### config.mk
export PLATFORM = sky130hd
export DESIGN_NAME = rr_arb4way16
export DESIGN_NICKNAME = d
export VERILOG_FILES = /design/src/rtl/arb_pkg.sv /design/src/rtl/mux4way16.sv /design/src/rtl/rr_arb4way16.sv
export SDC_FILE = /design/constraint.sdc
export NUM_CORES = 1
export LEC_CHECK = 0
export ABC_AREA = 1
export CORE_MARGIN = 1
export CORE_UTILIZATION = 39
export CTS_BUF_LIST = sky130_fd_sc_hd__clkbuf_16
export DETAILED_ROUTE_END_ITERATION = 10
export HOLD_SLACK_MARGIN = 0.12
export PLACE_DENSITY_LB_ADDON = 0.3
export SYNTH_ARGS = -nofsm -noshare
export SYNTH_HDL_FRONTEND = slang
export SYNTH_SLANG_ARGS = --single-unit
### constraint.sdc
create_clock -name clk -period 4.35 [get_ports clk]
set_input_delay 1.0875 -clock clk [delete_from_list [all_inputs] [get_ports clk]]
set_output_delay 1.0875 -clock clk [all_outputs]
set_load 0.01 [all_outputs]
### src/rtl/arb_pkg.sv
// Shared types, sizes and the round-robin search for the 4-way arbiter.
package arb_pkg;

  localparam int CH_W = 2;
  localparam int NCH  = 4;

  typedef enum logic {
    IDLE   = 1'b0,
    LOCKED = 1'b1
  } state_t;

  // Returns {found, index}. The search starts at ptr and moves upward with
  // wrap. It walks the offsets from the far end back to the start, so the
  // requester nearest to ptr is the one left in the result.
  function automatic logic [CH_W:0] rr_pick(input logic [NCH-1:0]  req,
                                            input logic [CH_W-1:0] ptr);
    logic [CH_W:0]   res;
    logic [CH_W-1:0] idx;
    res = '0;
    for (int k = NCH - 1; k >= 0; k--) begin
      idx = ptr + CH_W'(k);
      if (req[idx]) begin
        res = {1'b1, idx};
      end
    end
    return res;
  endfunction

endpackage

### src/rtl/mux4way16.sv
// Four-input word selector. sel picks which of a..d drives y.
module mux4way16 #(
  parameter int WIDTH = 16
) (
  input  logic [WIDTH-1:0] a,
  input  logic [WIDTH-1:0] b,
  input  logic [WIDTH-1:0] c,
  input  logic [WIDTH-1:0] d,
  input  logic [1:0]       sel,
  output logic [WIDTH-1:0] y
);

  // Plain combinational select.
  always_comb begin
    case (sel)
      2'd0:    y = a;
      2'd1:    y = b;
      2'd2:    y = c;
      default: y = d;
    endcase
  end

endmodule

### src/rtl/rr_arb4way16.sv
// Registered round-robin arbiter. It merges four valid/ready sources into one
// output stage. A source that presents a word with last=0 keeps the grant
// until it delivers a word with last=1.
module rr_arb4way16
  import arb_pkg::*;
#(
  parameter int WIDTH = 16
) (
  input  logic             clk,
  input  logic             rst_n,
  input  logic [WIDTH-1:0] inp1,
  input  logic [WIDTH-1:0] inp2,
  input  logic [WIDTH-1:0] inp3,
  input  logic [WIDTH-1:0] inp4,
  input  logic [NCH-1:0]   val,
  input  logic [NCH-1:0]   last,
  output logic [NCH-1:0]   rdy,
  output logic [WIDTH-1:0] out,
  output logic             out_val,
  input  logic             out_rdy,
  output logic [CH_W-1:0]  line,
  output logic             out_last
);

  state_t            state_reg, state_next;
  logic [CH_W-1:0]   lk_reg, lk_next;
  logic [CH_W-1:0]   ptr_reg;
  logic [WIDTH-1:0]  out_reg;
  logic              out_val_reg;
  logic [CH_W-1:0]   line_reg;
  logic              out_last_reg;

  logic              ld;
  logic              grant;
  logic [CH_W-1:0]   g;
  logic [CH_W:0]     pick;
  logic              xfer;
  logic [WIDTH-1:0]  mux_y;

  // The output stage can take a word when it is empty or is being drained this cycle.
  assign ld   = ~out_val_reg | out_rdy;
  assign pick = rr_pick(val, ptr_reg);

  // Grant selection. While locked, only the locked channel is considered.
  always_comb begin
    g     = pick[CH_W-1:0];
    grant = pick[CH_W];
    if (state_reg == LOCKED) begin
      g     = lk_reg;
      grant = val[lk_reg];
    end
  end

  // No handshake can complete while reset is held.
  assign xfer = ld & grant & rst_n;

  // One-hot ready to the granted source only. It does not depend on any data input.
  always_comb begin
    rdy = '0;
    if (xfer) begin
      rdy[g] = 1'b1;
    end
  end

  // Lock FSM next state. Any transfer with last=0 taken from IDLE opens a packet.
  always_comb begin
    state_next = state_reg;
    lk_next    = lk_reg;
    if (xfer) begin
      case (state_reg)
        IDLE: begin
          if (!last[g]) begin
            state_next = LOCKED;
            lk_next    = g;
          end
        end
        LOCKED: begin
          if (last[g]) begin
            state_next = IDLE;
          end
        end
        default: state_next = IDLE;
      endcase
    end
  end

  // Lock FSM state register.
  always_ff @(posedge clk or negedge rst_n) begin
    if (!rst_n) begin
      state_reg <= IDLE;
      lk_reg    <= '0;
    end else begin
      state_reg <= state_next;
      lk_reg    <= lk_next;
    end
  end

  mux4way16 #(.WIDTH(WIDTH)) u_mux (
    .a   (inp1),
    .b   (inp2),
    .c   (inp3),
    .d   (inp4),
    .sel (g),
    .y   (mux_y)
  );

  // Output register and priority pointer. An empty load keeps the old data and clears only the valid flag.
  always_ff @(posedge clk or negedge rst_n) begin
    if (!rst_n) begin
      out_reg      <= '0;
      out_val_reg  <= 1'b0;
      line_reg     <= '0;
      out_last_reg <= 1'b0;
      ptr_reg      <= '0;
    end else if (xfer) begin
      out_reg      <= mux_y;
      out_val_reg  <= 1'b1;
      line_reg     <= g;
      out_last_reg <= last[g];
      ptr_reg      <= g + 2'd1;
    end else if (ld) begin
      out_val_reg  <= 1'b0;
    end
  end

  assign out      = out_reg;
  assign out_val  = out_val_reg;
  assign line     = line_reg;
  assign out_last = out_last_reg;

endmodule

==> metrics.txt <==
# TYPE chip_impl_metric gauge
chip_impl_metric{name="period_share",unit="%"} 95.3
chip_impl_info{name="crit_top_cell",value="inv_1"} 1
chip_impl_metric{name="syn2layout_area_growth",unit="%"} 62.0
chip_impl_metric{name="setup_total_negative_slack",unit="ns"} 0
chip_impl_metric{name="die_area",unit="sq um"} 4930
chip_impl_metric{name="stdcell_count",unit=""} 412
chip_impl_info{name="critical_path_class",value="primary input to output port"} 1
chip_impl_metric{name="area_of_the_multi_input_gates",unit="sq um"} 1040
chip_impl_metric{name="die_w",unit="microns"} 70.2
chip_impl_metric{name="final_antenna_net_count",unit=""} 0
chip_impl_info{name="setup_repair_after_global_routing_missed_its_margin",value="no"} 1
chip_impl_metric{name="finalWeightedCongestion",unit=""} 0.843
chip_impl_metric{name="max_cap_violations",unit=""} 0
chip_impl_metric{name="drt_drc_violations_left",unit=""} 0
chip_impl_metric{name="final_design_area_no_fill",unit="sq um"} 2940
chip_impl_metric{name="drtIter0Drc",unit=""} 49
chip_impl_metric{name="grt_remaining_overflow",unit=""} 0
chip_impl_metric{name="ys_async_sr_fraction",unit="%"} 100
chip_impl_metric{name="critical_path_required",unit="ns"} 3.26
chip_impl_metric{name="floorplan.io_pins",unit=""} 99
chip_impl_metric{name="largest_register_ffs",unit=""} 16
chip_impl_info{name="synth_ff_type",value="dfrtp_1"} 1
chip_impl_metric{name="vias_per_cell",unit=""} 5.01
chip_impl_metric{name="vdd_ir_drop_max",unit="mV"} 0.363
chip_impl_info{name="crit_start_category",value="primary input"} 1
chip_impl_metric{name="grtUsageTotal",unit="%"} 22.4
chip_impl_metric{name="die_height",unit="microns"} 70.2
chip_impl_metric{name="p_total",unit="mW"} 2.34
chip_impl_metric{name="synth_seq_cells",unit=""} 25
chip_impl_metric{name="first_global_vias",unit=""} 2072
chip_impl_metric{name="grt_max_degree",unit=""} 43
chip_impl_metric{name="synth-edff-count",unit=""} 0
chip_impl_metric{name="dpl.hpwl",unit="mm"} 3.98
chip_impl_metric{name="synth.avg_cell_area",unit="sq um"} 6.93
chip_impl_metric{name="hold_violations",unit=""} 0
chip_impl_metric{name="route.detailed.wl_per_inst",unit="microns"} 12.5
chip_impl_metric{name="worst_slew_pin_slew",unit="ns"} 0.670
chip_impl_info{name="cp_cell_sequence",value="clkdlybuf4s50_1 > inv_1 > nand2_1 > nand3_1 > nand2_1 > inv_1 > nor2_1 > nor2_1 > nand2_1 > nand3_2 > nand2_2 > inv_1 > ha_1 > inv_1 > nor2_1 > dlygate4sd2_1"} 1
chip_impl_metric{name="core-area",unit="sq um"} 4410
chip_impl_metric{name="core.rowCount",unit=""} 24
chip_impl_metric{name="slowest_delay",unit="ns"} 0.52
chip_impl_metric{name="layout_min_cycle_time",unit="ns"} 4.15
chip_impl_metric{name="cts.htree.levels",unit=""} 1
chip_impl_info{name="critical_path.slowest_cell",value="clkdlybuf4s50_1"} 1
chip_impl_metric{name="postRouteWirelength",unit="mm"} 5.14
chip_impl_metric{name="clk_pin_slew_worst_paths",unit="ns"} 0.07
chip_impl_metric{name="crit_path_buf_inv_count",unit=""} 6
chip_impl_metric{name="final_core_util",unit="%"} 66.6
chip_impl_metric{name="fmax",unit="GHz"} 0.241
chip_impl_metric{name="final.fill_count",unit=""} 402
chip_impl_metric{name="max_slew_margin",unit="%"} 55.3
chip_impl_metric{name="antenna_found_initial",unit=""} 0
chip_impl_metric{name="worstPathMaxFanout",unit=""} 4
chip_impl_metric{name="insertedDiodeCount",unit=""} 0
chip_impl_info{name="cp_top_family",value="buffers and inverters"} 1
chip_impl_metric{name="finalNetCount",unit=""} 441
chip_impl_info{name="highest_count_cells_in_the_layout_ignoring_fill_and_taps",value="nand2_1, clkdlybuf4s50_1, nor2_1"} 1
chip_impl_metric{name="detailroute.via_count",unit=""} 2065
chip_impl_info{name="tritoncts",value="done"} 1
chip_impl_metric{name="postSynthCellCount",unit=""} 262
chip_impl_metric{name="grt_pass1_wl",unit="mm"} 8.97
chip_impl_metric{name="numPortBuffers",unit=""} 98
chip_impl_info{name="outcome",value="complete, no violations"} 1
chip_impl_metric{name="slew_viol_final",unit=""} 0
chip_impl_metric{name="ys_types",unit=""} 26
chip_impl_metric{name="cts_sinks",unit=""} 25
chip_impl_metric{name="synth_nets",unit=""} 342
chip_impl_metric{name="initial_utilization",unit="%"} 41.1
chip_impl_info{name="hp-class",value="register to register"} 1
chip_impl_info{name="worstSetupEndpointType",value="output port"} 1
chip_impl_info{name="layout.cells.most_common",value="nand2_1"} 1
chip_impl_metric{name="register_cell_area_after_layout",unit="sq um"} 626
chip_impl_metric{name="final_layout_size_suffix_gt1_share",unit="%"} 14.4
chip_impl_metric{name="synth-seq-area-share",unit="%"} 34.5
chip_impl_metric{name="p_per_area",unit="nW/um^2"} 795
chip_impl_metric{name="clock_tree.buffer_depth",unit=""} 2
chip_impl_metric{name="placed_cells",unit=""} 408
chip_impl_metric{name="signal_arrival_time_at_the_worst_endpoint",unit="ns"} 3.06
chip_impl_metric{name="timing.clock.skew",unit="ns"} 0.00195
chip_impl_metric{name="syn-cell-area",unit="sq um"} 1820
chip_impl_metric{name="regToRegSetupSlack",unit="ns"} 1.76
chip_impl_info{name="clk_tree_root_cell",value="clkbuf_16"} 1
chip_impl_metric{name="yosysWarningCount",unit=""} 0
chip_impl_metric{name="power.leakage",unit="nW"} 1.30
chip_impl_metric{name="dpl_cell_area",unit="sq um"} 2860
chip_impl_metric{name="dr.pass1.iters",unit=""} 4
chip_impl_metric{name="cts_made_buffers",unit=""} 3
chip_impl_metric{name="setup_violation_total_in_the_final_timing_report",unit=""} 0
chip_impl_metric{name="cts_hold_buffers",unit=""} 0
chip_impl_metric{name="clock_latency",unit="ns"} 0.26
==> synthesized netlist by cell type (4+ instances only) <==
library cell | n | share of area (%)
a31o_2 | 16 | 7.7
a31oi_1 | 17 | 5.9
clkbuf_1 | 9 | 1.9
dfrtp_1 | 25 | 34
ha_1 | 5 | 3.4
inv_1 | 15 | 3.1
nand2_1 | 101 | 21
nand2_2 | 10 | 3.4
nand3_1 | 6 | 1.7
nand3_2 | 4 | 2.2
nor2_1 | 28 | 5.8
==> layer usage <==
metal / vias to the layer above / track usage, % / wire length [microns] / share of wire [%]
met5: - / 0 / 0 / 0
met4: 0 / 6.44 / 104 / 2.0
met3: 10 / 6.35 / 438 / 8.5
met2: 83 / 39.9 / 2460 / 48
met1: 924 / 25.8 / 2130 / 42
li1: 1048 / - / - / -
==> area by class of cell <==
class	count	share of cell area, %
Timing Repair Buffer	108	35.9
Multi-Input combinational cell	204	35.3
Inverter	19	2.59
Sequential cell	25	21.3
Clock inverter	1	0.170
Clock buffer	3	2.55
Tap cell	52	2.21
==> cells by family after synthesis <==
kind of cell / share of synthesized area, %
adders and majority gates: 3.45
buffers and inverters: 8.27
DFF: 34.5
and+or+nand+nor: 37.1
AOI/OAI and AO/OA: 16.7
==> worst reg2reg max path, stage by stage, from the launching register on <==
cell and delay, ns:
dfrtp_1 0.57, inv_6 0.08, nand2_1 0.08, nand2_2 0.08
nand2_4 0.09, nand2_2 0.06, nor2_2 0.12, nor2_1 0.05
nand2_1 0.09, nand3_2 0.08, nand2_2 0.11, inv_1 0.08
buf_4 0.15, ha_1 0.21, buf_4 0.23, a31o_2 0.26
a31oi_1 0.17
==> report_power, final <==
group / internal [mW] / total, mW / switching (mW)
Sequential: 0.356 / 0.440 / 0.0843
Clock: 0.124 / 0.207 / 0.0826
Combinational: 0.785 / 1.69 / 0.907
==> path summary, 6_finish.rpt <==
path | from | to | cells past startpoint
min in group asynchronous | rst_n | out[7] | 2
worst max-delay path | val[2] | rdy[1] | 16
max in group asynchronous | rst_n | out[12] | 2
worst max register to register | ptr_reg[0] | out[13] | 16
worst min register to register | line[1] | line[1] | 2
worst min-delay path | line[1] | line[1] | 2
==> through the flow <==
step           worst slack (ns)  hold WS (ns)
6_report                  0.204         0.493
3_5_place_dp            -0.0323         0.477
3_3_place_gp             0.0258         0.472
2_1_floorplan             0.506         0.483
4_1_cts                 0.00672         0.493
5_1_grt                  0.0329         0.527
==> repair_timing <==
action	4_1_cts	5_1_grt
setup buffers	0	0
setup endpoints to repair	3	1
pin swaps	0	0
gates resized for setup	3	1
Power figures use the tool's default switching activity.
